`src/rtl/cam_fb_writer_if.sv`:
```
// ---------------------------------------------------------------------------
// cam_fb_writer_if
//   Bundles the camera-side capture inputs and the frame-buffer write port
//   of cam_fb_writer into one interface.
//
//   Camera side (driven by the pixel source):
//     vsync_in   VSYNC, high during vertical blank
//     href_in    HREF, high during an active line
//     pix_valid  one-cycle strobe, assembled 16-bit pixel present
//     pix_data   assembled RGB565 pixel
//     freeze     level, 1 = keep the current buffer contents
//   Frame-buffer side (driven by cam_fb_writer):
//     wr_en      one-cycle write strobe
//     wr_addr    write address
//     wr_data    write data
//     frame_done one-cycle pulse when a captured frame completes
//     frame_cnt  completed captured frames, wraps 255->0
//     capturing  high while a frame is being captured
//
//   master : pixel source / testbench side
//   slave  : cam_fb_writer side
// ---------------------------------------------------------------------------
interface cam_fb_writer_if #(
  parameter int ADDR_W = 15
);
  logic              vsync_in;
  logic              href_in;
  logic              pix_valid;
  logic [15:0]       pix_data;
  logic              freeze;
  logic              wr_en;
  logic [ADDR_W-1:0] wr_addr;
  logic [15:0]       wr_data;
  logic              frame_done;
  logic [7:0]        frame_cnt;
  logic              capturing;

  modport master (
    output vsync_in, href_in, pix_valid, pix_data, freeze,
    input  wr_en, wr_addr, wr_data, frame_done, frame_cnt, capturing
  );

  modport slave (
    input  vsync_in, href_in, pix_valid, pix_data, freeze,
    output wr_en, wr_addr, wr_data, frame_done, frame_cnt, capturing
  );
endinterface

```
`src/rtl/cam_fb_writer.sv`:
```
// ---------------------------------------------------------------------------
// cam_fb_writer
//   Capture-side controller that writes a decimated camera stream into a
//   FB_W x FB_H RGB565 frame buffer. Frame and line boundaries come from
//   VSYNC/HREF; incoming pixels are counted per line and only every
//   2**DECIM_SHIFT-th column of every 2**DECIM_SHIFT-th line is written.
//   Whole frames can be skipped with freeze, sampled once per frame.
//
//   Ports:
//     clk    system clock, all bus inputs synchronous to it
//     rst_n  asynchronous active-low reset
//     bus    cam_fb_writer_if.slave (camera inputs, write port, status)
// ---------------------------------------------------------------------------
module cam_fb_writer #(
  parameter int FB_W        = 160,
  parameter int FB_H        = 120,
  parameter int DECIM_SHIFT = 2,
  parameter int ADDR_W      = 15,
  parameter int MIRROR_X    = 1
) (
  input  logic                 clk,
  input  logic                 rst_n,
  cam_fb_writer_if.slave       bus
);

  typedef enum logic [2:0] {
    S_SYNC,
    S_ARM,
    S_CAPTURE,
    S_SKIP,
    S_DONE
  } state_t;

  localparam logic [9:0] FB_W_L = 10'(FB_W);
  localparam logic [9:0] FB_H_L = 10'(FB_H);
  localparam logic [9:0] DMASK  = 10'((1 << DECIM_SHIFT) - 1);

  state_t            state_q, state_d;
  logic              vsync_q, href_q;
  logic [9:0]        col_q, col_d;
  logic [9:0]        row_q, row_d;
  logic              wr_en_q, wr_en_d;
  logic [ADDR_W-1:0] wr_addr_q, wr_addr_d;
  logic [15:0]       wr_data_q, wr_data_d;
  logic [7:0]        frame_cnt_q, frame_cnt_d;

  logic              vsync_rise, vsync_fall, href_fall, pix_accept;
  logic [9:0]        x_raw, y_raw, x_m;
  logic [ADDR_W-1:0] y_a, row_base;
  logic              on_grid, in_frame;

  // Edges compare the live input with the previous-cycle sample, so a
  // pixel strobe arriving together with the HREF drop is still seen as
  // belonging to the line that is ending.
  assign vsync_rise = bus.vsync_in & ~vsync_q;
  assign vsync_fall = ~bus.vsync_in & vsync_q;
  assign href_fall  = ~bus.href_in & href_q;
  assign pix_accept = (state_q == S_CAPTURE) & bus.pix_valid &
                      (bus.href_in | href_fall);

  always_ff @(posedge clk or negedge rst_n) begin
    if (!rst_n) begin
      state_q     <= S_SYNC;
      vsync_q     <= 1'b0;
      href_q      <= 1'b0;
      col_q       <= '0;
      row_q       <= '0;
      wr_en_q     <= 1'b0;
      wr_addr_q   <= '0;
      wr_data_q   <= '0;
      frame_cnt_q <= '0;
    end else begin
      state_q     <= state_d;
      vsync_q     <= bus.vsync_in;
      href_q      <= bus.href_in;
      col_q       <= col_d;
      row_q       <= row_d;
      wr_en_q     <= wr_en_d;
      wr_addr_q   <= wr_addr_d;
      wr_data_q   <= wr_data_d;
      frame_cnt_q <= frame_cnt_d;
    end
  end

  // Frame sequencing. After reset the block waits for a complete blank
  // interval (SYNC -> ARM on the rise) so a partially seen frame is never
  // captured; freeze only matters at the ARM decision.
  always_comb begin
    state_d     = state_q;
    frame_cnt_d = frame_cnt_q;
    case (state_q)
      S_SYNC:    if (vsync_rise) state_d = S_ARM;
      S_ARM:     if (vsync_fall) state_d = bus.freeze ? S_SKIP : S_CAPTURE;
      S_CAPTURE: if (vsync_rise) state_d = S_DONE;
      S_SKIP:    if (vsync_rise) state_d = S_ARM;
      S_DONE: begin
        state_d     = S_ARM;
        frame_cnt_d = frame_cnt_q + 8'd1;
      end
      default:   state_d = S_SYNC;
    endcase
  end

  // Pixel position. The pixel on an HREF-fall cycle is counted with the
  // old column; the line advance then overrides the column to 0. Both
  // counters saturate so an over-long line or frame cannot wrap back onto
  // valid buffer coordinates.
  always_comb begin
    col_d = col_q;
    row_d = row_q;
    if (state_q == S_ARM) begin
      col_d = '0;
      row_d = '0;
    end else if (state_q == S_CAPTURE) begin
      if (pix_accept && (col_q != 10'h3FF)) col_d = col_q + 10'd1;
      if (href_fall) begin
        col_d = '0;
        if (row_q != 10'h3FF) row_d = row_q + 10'd1;
      end
    end
  end

  // Decimation, clipping, mirroring and address generation for the pixel
  // presented this cycle; the result is registered for the write port.
  always_comb begin
    x_raw    = col_q >> DECIM_SHIFT;
    y_raw    = row_q >> DECIM_SHIFT;
    on_grid  = ((col_q & DMASK) == 10'd0) && ((row_q & DMASK) == 10'd0);
    in_frame = (x_raw < FB_W_L) && (y_raw < FB_H_L);
    x_m      = (MIRROR_X != 0) ? (FB_W_L - 10'd1 - x_raw) : x_raw;
    y_a      = ADDR_W'(y_raw);
    // 160 = 128 + 32, so the row base is two shifted copies of y.
    if (FB_W == 160) row_base = (y_a << 7) + (y_a << 5);
    else             row_base = y_a * ADDR_W'(FB_W);
    wr_en_d   = pix_accept && on_grid && in_frame;
    wr_addr_d = wr_addr_q;
    wr_data_d = wr_data_q;
    if (wr_en_d) begin
      wr_addr_d = row_base + ADDR_W'(x_m);
      wr_data_d = bus.pix_data;
    end
  end

  assign bus.wr_en      = wr_en_q;
  assign bus.wr_addr    = wr_addr_q;
  assign bus.wr_data    = wr_data_q;
  assign bus.frame_done = (state_q == S_DONE);
  assign bus.frame_cnt  = frame_cnt_q;
  assign bus.capturing  = (state_q == S_CAPTURE);

endmodule

```
`src/flat_wrapper.sv`:
```
// flat-port wrapper written by rule: the top's interface ports become plain ports
module cam_fb_writer_flat 
#(
  parameter int FB_W        = 160,
  parameter int FB_H        = 120,
  parameter int DECIM_SHIFT = 2,
  parameter int ADDR_W      = 15,
  parameter int MIRROR_X    = 1
)
  (clk, rst_n, bus_vsync_in, bus_href_in, bus_pix_valid, bus_pix_data, bus_freeze, bus_wr_en, bus_wr_addr, bus_wr_data, bus_frame_done, bus_frame_cnt, bus_capturing);
  cam_fb_writer_if #(.ADDR_W(ADDR_W)) bus_i ();
  input  logic clk;
  input  logic rst_n;
  input wire logic [$bits(bus_i.vsync_in)-1:0] bus_vsync_in;
  input wire logic [$bits(bus_i.href_in)-1:0] bus_href_in;
  input wire logic [$bits(bus_i.pix_valid)-1:0] bus_pix_valid;
  input wire logic [$bits(bus_i.pix_data)-1:0] bus_pix_data;
  input wire logic [$bits(bus_i.freeze)-1:0] bus_freeze;
  output wire logic [$bits(bus_i.wr_en)-1:0] bus_wr_en;
  output wire logic [$bits(bus_i.wr_addr)-1:0] bus_wr_addr;
  output wire logic [$bits(bus_i.wr_data)-1:0] bus_wr_data;
  output wire logic [$bits(bus_i.frame_done)-1:0] bus_frame_done;
  output wire logic [$bits(bus_i.frame_cnt)-1:0] bus_frame_cnt;
  output wire logic [$bits(bus_i.capturing)-1:0] bus_capturing;
  assign bus_i.vsync_in = bus_vsync_in;
  assign bus_i.href_in = bus_href_in;
  assign bus_i.pix_valid = bus_pix_valid;
  assign bus_i.pix_data = bus_pix_data;
  assign bus_i.freeze = bus_freeze;
  assign bus_wr_en = bus_i.wr_en;
  assign bus_wr_addr = bus_i.wr_addr;
  assign bus_wr_data = bus_i.wr_data;
  assign bus_frame_done = bus_i.frame_done;
  assign bus_frame_cnt = bus_i.frame_cnt;
  assign bus_capturing = bus_i.capturing;
  cam_fb_writer #(.FB_W(FB_W), .FB_H(FB_H), .DECIM_SHIFT(DECIM_SHIFT), .ADDR_W(ADDR_W), .MIRROR_X(MIRROR_X)) u_core (.clk(clk), .rst_n(rst_n), .bus(bus_i));
endmodule
```
`config.mk`:
```
export PLATFORM = sky130hd
export DESIGN_NAME = cam_fb_writer_flat
export DESIGN_NICKNAME = d
export VERILOG_FILES = /design/src/rtl/cam_fb_writer_if.sv /design/src/rtl/cam_fb_writer.sv /design/src/flat_wrapper.sv
export SDC_FILE = /design/constraint.sdc
export NUM_CORES = 1
export LEC_CHECK = 0
export CAP_MARGIN = 25
export CELL_PAD_IN_SITES_DETAIL_PLACEMENT = 0
export CELL_PAD_IN_SITES_GLOBAL_PLACEMENT = 2
export CORE_UTILIZATION = 25
export CTS_BUF_LIST = sky130_fd_sc_hd__clkbuf_2 sky130_fd_sc_hd__clkbuf_4 sky130_fd_sc_hd__clkbuf_8
export CTS_CLUSTER_DIAMETER = 80
export DETAILED_ROUTE_END_ITERATION = 6
export PLACE_DENSITY = 0.66
export SLEW_MARGIN = 10
export SYNTH_ARGS = -nofsm -noshare
export SYNTH_HDL_FRONTEND = slang
export SYNTH_SLANG_ARGS = --single-unit
export TNS_END_PERCENT = 1
```
`constraint.sdc`:
```
create_clock -name clk -period 2.4 [get_ports clk]
set_input_delay 0.48 -clock clk [delete_from_list [all_inputs] [get_ports clk]]
set_output_delay 0.48 -clock clk [all_outputs]
set_load 0.01 [all_outputs]
```
Yosys cells after proc, flatten, opt, wreduce, memory -nomap -nowiden. Cells that the tools add are included. W data, S select, Z words.

Word-level logic and storage cells: 64. Flip-flop bits (word level): 65. Output and inout bits: 42.

Order comparisons: 2. Add/sub/neg operators: 6. Bitwise gates (word level): 9. Reduce and logical (&&, ||, !) cells: 16. Equality and inequality tests: 9. Multiplexer cells: 13.

Operator list (number): $mux W10 (8); $add A10 B1 Y10 const B (2); $logic_not A10 Y1 (2); $ne A10 B10 Y1 const B (2); $add A15 B10 Y15 (1); $add A15 B13 Y15 (1); $pmux W3 S4 (1); $mux W3 (3); $sub A8 B8 Y9 const A (1); $add A8 B1 Y8 const B (1); $lt A8 B7 Y1 const B (1); $lt A8 B8 Y1 const B (1); $eq A3 B2 Y1 const B (2); $ne A2 B1 Y1 const B (3); $reduce_and A3 Y1 (2); $reduce_bool A2 Y1 (3); $and A1 B1 Y1 (5); $logic_and A1 B1 Y1 (5); $eq A3 B1 Y1 const B (1); $eq A3 B3 Y1 const B (1); $logic_not A3 Y1 (1); $not A1 Y1 (3); $reduce_bool A3 Y1 (1); $reduce_and A2 Y1 (1); 3 further kinds (3).

Longest topological paths before layout. Gate-level depths: netlist (run 1).

Depth after elaboration: 9. Gate-level depth with buffers: 11.

Worst setup path after synthesis (run 1). Ideal clock, no wire load.

Kind: register to register. From: register u_core.col_q[7]. To: register u_core.wr_addr_q[14], in the netlist u_core.bus.wr_addr[14]. Clock period less this slack: 2472 ps. Required time: 2321 ps. Path slack: -72 ps. Arrival time: 2393 ps. Stages on the path, launching flop included: 12. Cell sequence: dfrtp_1 > inv_1 > ha_1 > xor2_1 > fa_1 > inv_1 > fa_1 > nor2b_1 > o31ai_1 > a21oi_1 > o21ai_0 > a2bb2oi_1.

Word-level cells in the longest chain between the ends: 3. Elaborated cells between the ends (all ways): 5. Classes of those cells: 2 x add/sub; 1 x order compare; 2 x reduce/logical.

Ends and longest elaborated chain: start: declaration (line cam_fb_writer.sv:40) `logic [9:0] col_q, col_d;`; start signal: assignment (line cam_fb_writer.sv:76) `col_q <= col_d;`; parallel branches: the longest is 3 deep, another holds $add A15 B10 Y15; end signal: assignment (line cam_fb_writer.sv:79) `wr_addr_q <= wr_addr_d;`; end: declaration (line cam_fb_writer.sv:43) `logic [ADDR_W-1:0] wr_addr_q, wr_addr_d;`.

Parallel ways; which one is timed is not known. A chain may end at the register's enable or synchronous reset.

Final worst setup path (run 1).
From: register u_core.col_q[7]. To: register u_core.wr_addr_q[12], in the netlist u_core.bus.wr_addr[12].

The elaborated chain is that of the path after synthesis.

==> metrics list, run 1 <==
- Run status: complete, but fails checks
* Violated checks: negative setup slack
- The number of endpoints with negative hold slack in the final report came to 0.
- Number of nets in the final layout: 442
* Number of synthesis warnings: 0
* Maximum capacitance violations: 0
- Seq/Total Area, Yosys: 0.486
- After detailed routing, the average wire length per cell comes to 13.2 um.
- Setup repair after global routing could not meet its margin everywhere.
* Total power per unit cell area: 903 nW/um^2
* Clock slew at reported path FFs: 90 ps
- In this run the power spent charging and discharging nets is 0.00133 W.
* Y dimension of the die: 118 um
* Combinational power share: 0.364
- Final std cells w/o fill: 573
* Combinational family with the most area after synthesis: simple AND/OR/NAND/NOR gates
- Antenna violations before repair: 0
* Total nets after synthesis: 356
* Die width: 118 um
- Source of the critical timing path: u_core.col_q[7]
- Max-slew headroom: 0.592
* Number of synthesized flops with an enable pin: 0
- Share of the synthesized area in the top cell type: 0.486
- The final layout contains routed wiring with a total length of 7580 um.
- In this run the critical register-to-register path is launched from u_core.col_q[7].
- Entering global routing, the biggest net connects 44 pins.
- Sink Count: 65
- Of the total power, the share spent switching nets is 0.322.
* Series of cell instances along the critical path: inv_1 -> ha_2 -> xor2_1 -> fa_1 -> inv_1 -> fa_2 -> nor2b_4 -> o31ai_4 -> nand2b_1 -> a211oi_2 -> o31ai_1
- The share of total power dissipated in sequential elements is 0.384.
* Area of all sequential standard cells: 1630 um^2
- Setup violations remaining at the end of the flow were counted as 4.
- The synthesized netlist occupies a cell area of 3350 um^2.
- Max incr delay on CP: 460 ps
- Effective utilization at floorplan: 0.261
- The core region is 12800 um^2.
* Ratio of cells with drive above 1 in the final layout: 0.187
- Measured against the total synthesized area, the mux share comes to 0.0673.
- Largest area contributor in the netlist: sky130_fd_sc_hd__dfrtp_1
* Initial DRT Pass Iterations: 4
- Summed over all layers, the global routing overflow is 0.
* Post-layout minimum cycle time: 2430 ps
- For this run, design rule violations remaining after detail routing come to 0.
- Number of fill cells: 1309
- Max Root-Sink Buffers: 2
- Final weighted congestion of routability-driven global placement: 0.726
- In the finished design, the share of the clock period the worst path needs comes to 1.01.
- The worst setup path is captured at a flip-flop.
- Multi-input gate area in the final layout: 1680 um^2
- CTS Hold Bufs: 0
* Syn_area_per_cell: 10.8 um^2
- Internal power comes to 0.00280 W.
- The count of final max-slew check failures was 0.
- Of the total synthesized cell area, the portion taken by AND, OR, NAND and NOR gates is 0.151.
- The first global-routing pass estimated 13000 um of wire.
* Buffers on Ports: 63
- The tree is rooted in a sky130_fd_sc_hd__clkbuf_8.
- After technology mapping, the gate count stands at 310.
- Derived from the worst setup path, the maximum achievable clock frequency is 411 MHz.
- Number of synthesized register bits: 65
- Synthesis-to-layout area growth: 36.9%
- Number of global-route vias before repair: 2559
* Adder-cell area share of the yosys netlist: 0.0942
- Arrival time at the worst endpoint: 2670 ps
- Of the total synthesized cell area, the portion taken by XOR and XNOR cells is 0.0497.
- Antenna-violating nets left: 0
- For this run, asynchronously set or reset flops after synthesis account for 1.00.
- The worst-case IR drop observed on VDD is 0.251 mV.
- TritonCTS built the clock tree.
* Most used flip-flop cell after synthesis: sky130_fd_sc_hd__dfrtp_1
- Critical Setup Path Class: flip-flop to flip-flop
- Antenna diode instance count: 0
* Source-to-sink clock delay at the later pin of the worst-skew pair: 350 ps
* Post-synth top cells: sky130_fd_sc_hd__dfrtp_1 (65), sky130_fd_sc_hd__nand2_1 (30), sky130_fd_sc_hd__o21ai_0 (30), sky130_fd_sc_hd__ha_1 (22)
- Yosys attributes the largest share of cell area to sky130_fd_sc_hd__dfrtp_1 (49%), sky130_fd_sc_hd__ha_1 (8.2%), sky130_fd_sc_hd__mux2_2 (6.7%).
- Die ar.: 13900 um^2
- H-tree levels: 3
- Overall power consumption after layout is estimated at 0.00414 W.
* Via count: 2520
* Number of CTS-inserted buffers: 9
- Required time at the endpoint of the critical path: 2640 ps
* Row count: 41
* Maximum fanout encountered on the critical timing path: 4
- Dpl hpwl: 5510 um
- Standby leakage power: 2.11 nW
- Max stage delay cell, worst path: sky130_fd_sc_hd__fa_1
* Clock Skews: 14.4 ps
* Compound-gate portion of the synthesized area: 0.123
- Cell Count Post-Placement: 556
- The tightest min-delay check is of the input port to async pin type.
* Unique masters post-synth: 49
* GR Util All Layers: 0.118
- Detailed-route vias per instance: 4.40
* Launching element type of the critical path: flip-flop
* Clock share of power: 0.252
* DRC marker count from the first detailed-route iteration: 54
- Library cell with the highest instance count after synthesis: sky130_fd_sc_hd__dfrtp_1
- At the pin with the least slew margin, the transition time is 608 ps.
* Cell repeated most along the worst path: sky130_fd_sc_hd__inv_1
- Across all setup checks in the final design, the least slack found is -32.2 ps.
- In this run the count of I/O pins placed on the die edge is 64.
-- cell usage in the layout, fill, tap and decap left out, types with 13 or more instances in the layout --
cell | synthesis | final
sky130_fd_sc_hd__buf_4 | 0 | 19
sky130_fd_sc_hd__clkdlybuf4s50_1 | 0 | 62
sky130_fd_sc_hd__dfrtp_1 | 65 | 65
sky130_fd_sc_hd__ha_1 | 22 | 21
sky130_fd_sc_hd__inv_1 | 13 | 13
sky130_fd_sc_hd__mux2_2 | 20 | 20
sky130_fd_sc_hd__nand2_1 | 30 | 30
sky130_fd_sc_hd__nor2_1 | 20 | 20
sky130_fd_sc_hd__o21ai_0 | 30 | 28
sky130_fd_sc_hd__xor2_1 | 13 | 13
-- stage by stage --
stage	setup WS (ps)	hold slack [ps]	TNS [ps]	utilization	cell area (um^2)
final	-32.2	122	-58.1	0.357	4580
after global routing	-143	156	-685	0.357	4580
after CTS	-19.5	130	-39.5	0.356	4560
after detailed placement	-98.2	470	-434	0.336	4310
after global placement	-35.4	461	-76.8	0.336	4310
after floorplan	3.58	184	0	-	3360
-- repair_timing --
item	CTS	global route
pin swaps	6	0
endpoints found under the setup margin	6	8
cloned	0	0
hold endpoints to repair	0	0
resized for setup	6	6
buffers inserted	1	0
-- power by group through the flow --
stage	Sequential, W	Combinational (W)	Clock [W]
global route	0.00164	0.00166	0.00113
finish	0.00159	0.00151	0.00104
floorplan	0.00168	0.000636	0
CTS	0.00159	0.00153	0.00108
detailed placement	0.00161	0.00152	0
global placement	0.00160	0.00150	0
-- cell type report --
cell class                 count  area share
inverter                      13      0.0106
multi-input combinational    224       0.368
tap                          172      0.0470
clock inverter                 7      0.0208
clock buffer                   9      0.0270
sequential                    65       0.355
timing repair buffer          83       0.172
-- sequential cells by signal (all words and copies together) (netlist names) --
name	cells
u_core.bus.wr_data	16
u_core.state_q	3
u_core.href_q	1
u_core.bus.wr_en	1
u_core.bus.wr_addr	15
u_core.col_q	10
u_core.bus.frame_cnt	8
u_core.row_q	10
u_core.vsync_q	1
-- cells by family (layout without fill, tap and decap cells) --
group                    after synthesis  after routing
AO/OA/AOI/OAI                         66             66
XOR/XNOR                              19             19
adder cells (fa/ha/maj)               24             24
buffers and inverters                 21            112
flip-flops                            65             65
multiplexers                          20             20
AND/OR/NAND/NOR                       95             95
-- final timing paths --
path | slack [ps] | to | depth (start not counted)
hold / removal | 120 | u_core.bus.wr_data[4] | 1
setup / recovery | -30 | u_core.bus.wr_addr[12] | 11
setup reg to reg | -30 | u_core.bus.wr_addr[12] | 11
max in group asynchronous | 1510 | u_core.col_q[5] | 2
min in group clk | 480 | u_core.bus.wr_addr[7] | 2
hold reg to reg | 480 | u_core.bus.wr_addr[7] | 2
-- routing by layer --
| metal | track usage | wire length [um] | share of wire | vias up |
|---|---|---|---|---|
| li1 | - | - | - | 1273 |
| met1 | 0.162 | 3860 | 0.51 | 1203 |
| met2 | 0.182 | 3420 | 0.45 | 36 |
| met3 | 0.0257 | 189 | 0.025 | 8 |
| met4 | 0.0433 | 106 | 0.014 | 0 |
| met5 | 0 | 0 | 0 | - |
-- critical path, delay by kind of cell (launching register included) --
family / cells / cell delay (ps)
buf+inv: 2 / 160
flops: 1 / 410
simple gates: 2 / 170
xor+xnor: 1 / 170
compound gates: 3 / 560
fa+ha+maj: 3 / 860
Note: power is estimated with default switching activity, not from simulation.
==> run 2: changes to the inputs <==
--- a/config.mk
+++ b/config.mk
@@ -8,11 +8,11 @@
 export CAP_MARGIN = 25
 export CELL_PAD_IN_SITES_DETAIL_PLACEMENT = 0
 export CELL_PAD_IN_SITES_GLOBAL_PLACEMENT = 2
-export CORE_UTILIZATION = 25
+export CORE_UTILIZATION = 31
 export CTS_BUF_LIST = sky130_fd_sc_hd__clkbuf_2 sky130_fd_sc_hd__clkbuf_4 sky130_fd_sc_hd__clkbuf_8
 export CTS_CLUSTER_DIAMETER = 80
 export DETAILED_ROUTE_END_ITERATION = 6
-export PLACE_DENSITY = 0.66
+export PLACE_DENSITY = 0.79
 export SLEW_MARGIN = 10
 export SYNTH_ARGS = -nofsm -noshare
 export SYNTH_HDL_FRONTEND = slang
==> run 2 against run 1 <==
  * The run now ends clean
  * Worst hold slack improved by 360 ps
  * Register-to-register slack improved by 50 ps
  * Combinational power fell by 3%
  * Design area fell by 1.9%
  * Critical endpoint unchanged
  * Critical path type unchanged
  * Non-clock buffer count fell by 1
  * First-iteration DRC count rose by 81%
==> metrics list, run 2 (synthesized netlist as in run 1, its figures left out) <==
- The number of ports placed on the die boundary is 64 (unchanged).
- Via count: 2516 (was 2520)
- The count of fill cells added during filler insertion was 1012 (was 1309).
* Buffers on Ports: 63 (unchanged)
- The post-route minimum period was 2390 ps (was 2430 ps).
- Total Neg Setup Slack: 0 ps (was -58.1 ps)
- Cell repeated most along the worst path: sky130_fd_sc_hd__inv_1 (unchanged)
* Number of nets in the final layout: 441 (was 442)
- The worst-case hold slack was 479 ps (was 122 ps).
- The achievable clock frequency is 419 MHz (was 411 MHz).
- The category of the worst setup path capture point is a flip-flop (unchanged).
* Max-slew headroom: 0.606 (was 0.592)
- The synthesis-to-finish area growth came to 34.2% (was 36.9%).
* Residual DRC: 0 (unchanged)
* DRC marker count from the first detailed-route iteration: 98 (was 54)
- The clock tree buffer depth was 2 (unchanged).
* Total Power: 0.00401 W (was 0.00414 W)
- Pin count of the biggest net entering global routing: 44 (unchanged)
* Launching element type of the critical path: flip-flop (unchanged)
* Aggregate global routing overflow: 0 (unchanged)
- The number of antenna repair diodes was 0 (unchanged).
- The peak supply drop was 0.392 mV (was 0.251 mV).
* Antenna violations before repair: 0 (unchanged)
* Standard cell core area: 10400 um^2 (was 12800 um^2)
- The H-tree level count is 3 (unchanged).
- The most frequent standard cell in the layout excluding fill and tap cells was sky130_fd_sc_hd__dfrtp_1 (unchanged).
- Number of flip-flops in the largest register: 16 (unchanged)
* Total Wirelength: 6930 um (was 7580 um)
* M3 GR Usage: 0.0405 (was 0.0257)
- The count of final max-slew check failures came to 0 (unchanged).
- GR Util All Layers: 0.137 (was 0.118)
- The die extent in x is 106 um (was 118 um).
- The fraction of final layout cells sized beyond drive strength 1 came to 0.170 (was 0.187).
- The number of iterations in the first detailed-routing pass came to 4 (unchanged).
* Final-report hold violation count: 0 (unchanged)
* Final std cells w/o fill: 536 (was 573)
- The met2 global-route usage was 0.209 (was 0.182).
- The wire length per cell came to 12.9 um (was 13.2 um).
- The clock tree from TritonCTS is done (unchanged).
- The number of antenna-violating nets in the routed design was 0 (unchanged).
* Root Driver: sky130_fd_sc_hd__clkbuf_8 (unchanged)
- The worst-path maximum fanout came to 3 (was 4).
* Clock slew at reported path FFs: 70 ps (was 90 ps)
- The power density over the cells is 892 nW/um^2 (was 903 nW/um^2).
- The die footprint is 11200 um^2 (was 13900 um^2).
- Final weighted congestion of routability-driven global placement: 0.774 (was 0.726)
* Arrival time at the worst endpoint: 2600 ps (was 2670 ps)
- The wire length of the first global-routing pass was 12200 um (was 13000 um).
- The required arrival time at the worst endpoint is 2610 ps (was 2640 ps).
- The height of the die came to 106 um (was 118 um).
- Series of cell instances along the critical path: inv_1 -> ha_1 -> xor2_1 -> fa_1 -> inv_1 -> fa_2 -> nor2b_4 -> o31ai_2 -> nand2b_1 -> a211oi_2 -> o31ai_1 (was inv_1 -> ha_2 -> xor2_1 -> fa_1 -> inv_1 -> fa_2 -> nor2b_4 -> o31ai_4 -> nand2b_1 -> a211oi_2 -> o31ai_1).
- Commonest non-fill, non-tap cells in the layout: sky130_fd_sc_hd__dfrtp_1 (65), sky130_fd_sc_hd__clkdlybuf4s50_1 (62), sky130_fd_sc_hd__nand2_1 (30) (unchanged).
- Run status: finished, final reports clean (was complete, but fails checks).
- The cell row count was 37 (was 41).
- Most used routing layer in global routing: met2 (unchanged)
* Maximum capacitance violations: 0 (unchanged)
- Standby leakage power: 2.09 nW (was 2.11 nW)
* Detailed-route vias per instance: 4.69 (was 4.40)
- The HPWL reported at the end of detailed placement is 4980 um (was 5510 um).
* Sink Count: 65 (unchanged)
- Effective utilization at floorplan: 0.321 (was 0.261)
- The cell count after placement was 518 (was 556).
- Number of CTS-inserted buffers: 9 (unchanged)
- The met1 track demand over resource was 0.184 (was 0.162).
* Number of global-route vias before repair: 2516 (was 2559)
- The transition at the pin with the smallest max-transition slack was 586 ps (was 608 ps).
* Final critical-path share of the clock period: 0.995 (was 1.01)
- The worst clock skew was 10.1 ps (was 14.4 ps).
* Unrepaired setup endpoints after global routing: yes (unchanged)
- The worst hold path class is flip-flop to flip-flop (was input port to async pin).
* Source-to-sink clock delay at the later pin of the worst-skew pair: 340 ps (was 350 ps)
* Max stage delay cell, worst path: sky130_fd_sc_hd__fa_1 (unchanged)
- Worst Slack Setup Final: 13.0 ps (was -32.2 ps)
* Pre-CTS setup slack: -115 ps (was -98.2 ps)
* Max incr delay on CP: 450 ps (was 460 ps)
* Final setup violation count: 0 (was 4)
- Critical Setup Path Class: flip-flop to flip-flop (unchanged)
## run 2: critical path, delay by kind of cell, from the launching register on
family / cells / cell delay [ps]
fa+ha+maj: 3 / 830
compound gates: 3 / 530
flops: 1 / 400
xor+xnor: 1 / 170
simple gates: 2 / 170
buf+inv: 2 / 160
## run 2: path summary, 6_finish.rpt
path | cells past startpoint | to | from | slack [ps]
max in group asynchronous | 3 | u_core.bus.wr_addr[3] | rst_n | 1330
min in group asynchronous | 2 | u_core.bus.wr_data[13] | rst_n | 530
max | 11 | u_core.bus.wr_addr[12] | u_core.col_q[7] | 10
min | 2 | u_core.bus.wr_addr[3] | u_core.bus.wr_addr[3] | 480
min reg2reg | 2 | u_core.bus.wr_addr[3] | u_core.bus.wr_addr[3] | 480
max reg2reg | 11 | u_core.bus.wr_addr[12] | u_core.col_q[7] | 10
## run 2: through the flow
step,util,instance area (um^2)
6_report,0.431,4490
5_1_grt,0.431,4490
4_1_cts,0.431,4490
3_5_place_dp,0.409,4260
3_3_place_gp,0.409,4260
2_1_floorplan,-,3360
## run 2: area by class of cell
type / count / area, um^2 / area share
timing repair buffer: 82 / 796 / 0.177
clock inverter: 6 / 66.3 / 0.0148
inverter: 13 / 48.8 / 0.0109
sequential: 65 / 1630 / 0.362
tap: 136 / 170 / 0.0379
multi-input combinational: 224 / 1650 / 0.367
clock buffer: 10 / 138 / 0.0306
## run 2: power breakdown
group / switching (W) / leakage, nW / internal, W / total [W]
sequential: 0.000203 / 0.852 / 0.00138 / 0.00158
combinational: 0.000642 / 1.14 / 0.000824 / 0.00147
clock: 0.000455 / 0.0949 / 0.000510 / 0.000965
## run 2: repair_timing
item                                    CTS  global route
resized for setup                         4             3
pin swaps                                 4             1
hold buffers                              1             0
endpoints found under the hold margin     8             0
setup buffers                             1             0
endpoints found under the setup margin    6             6
## run 2: routing by layer
layer	wire (um)	vias to the layer above
li1	-	1270
met1	3470	1186
met2	3050	50
met3	297	10
met4	108	0
met5	0	-
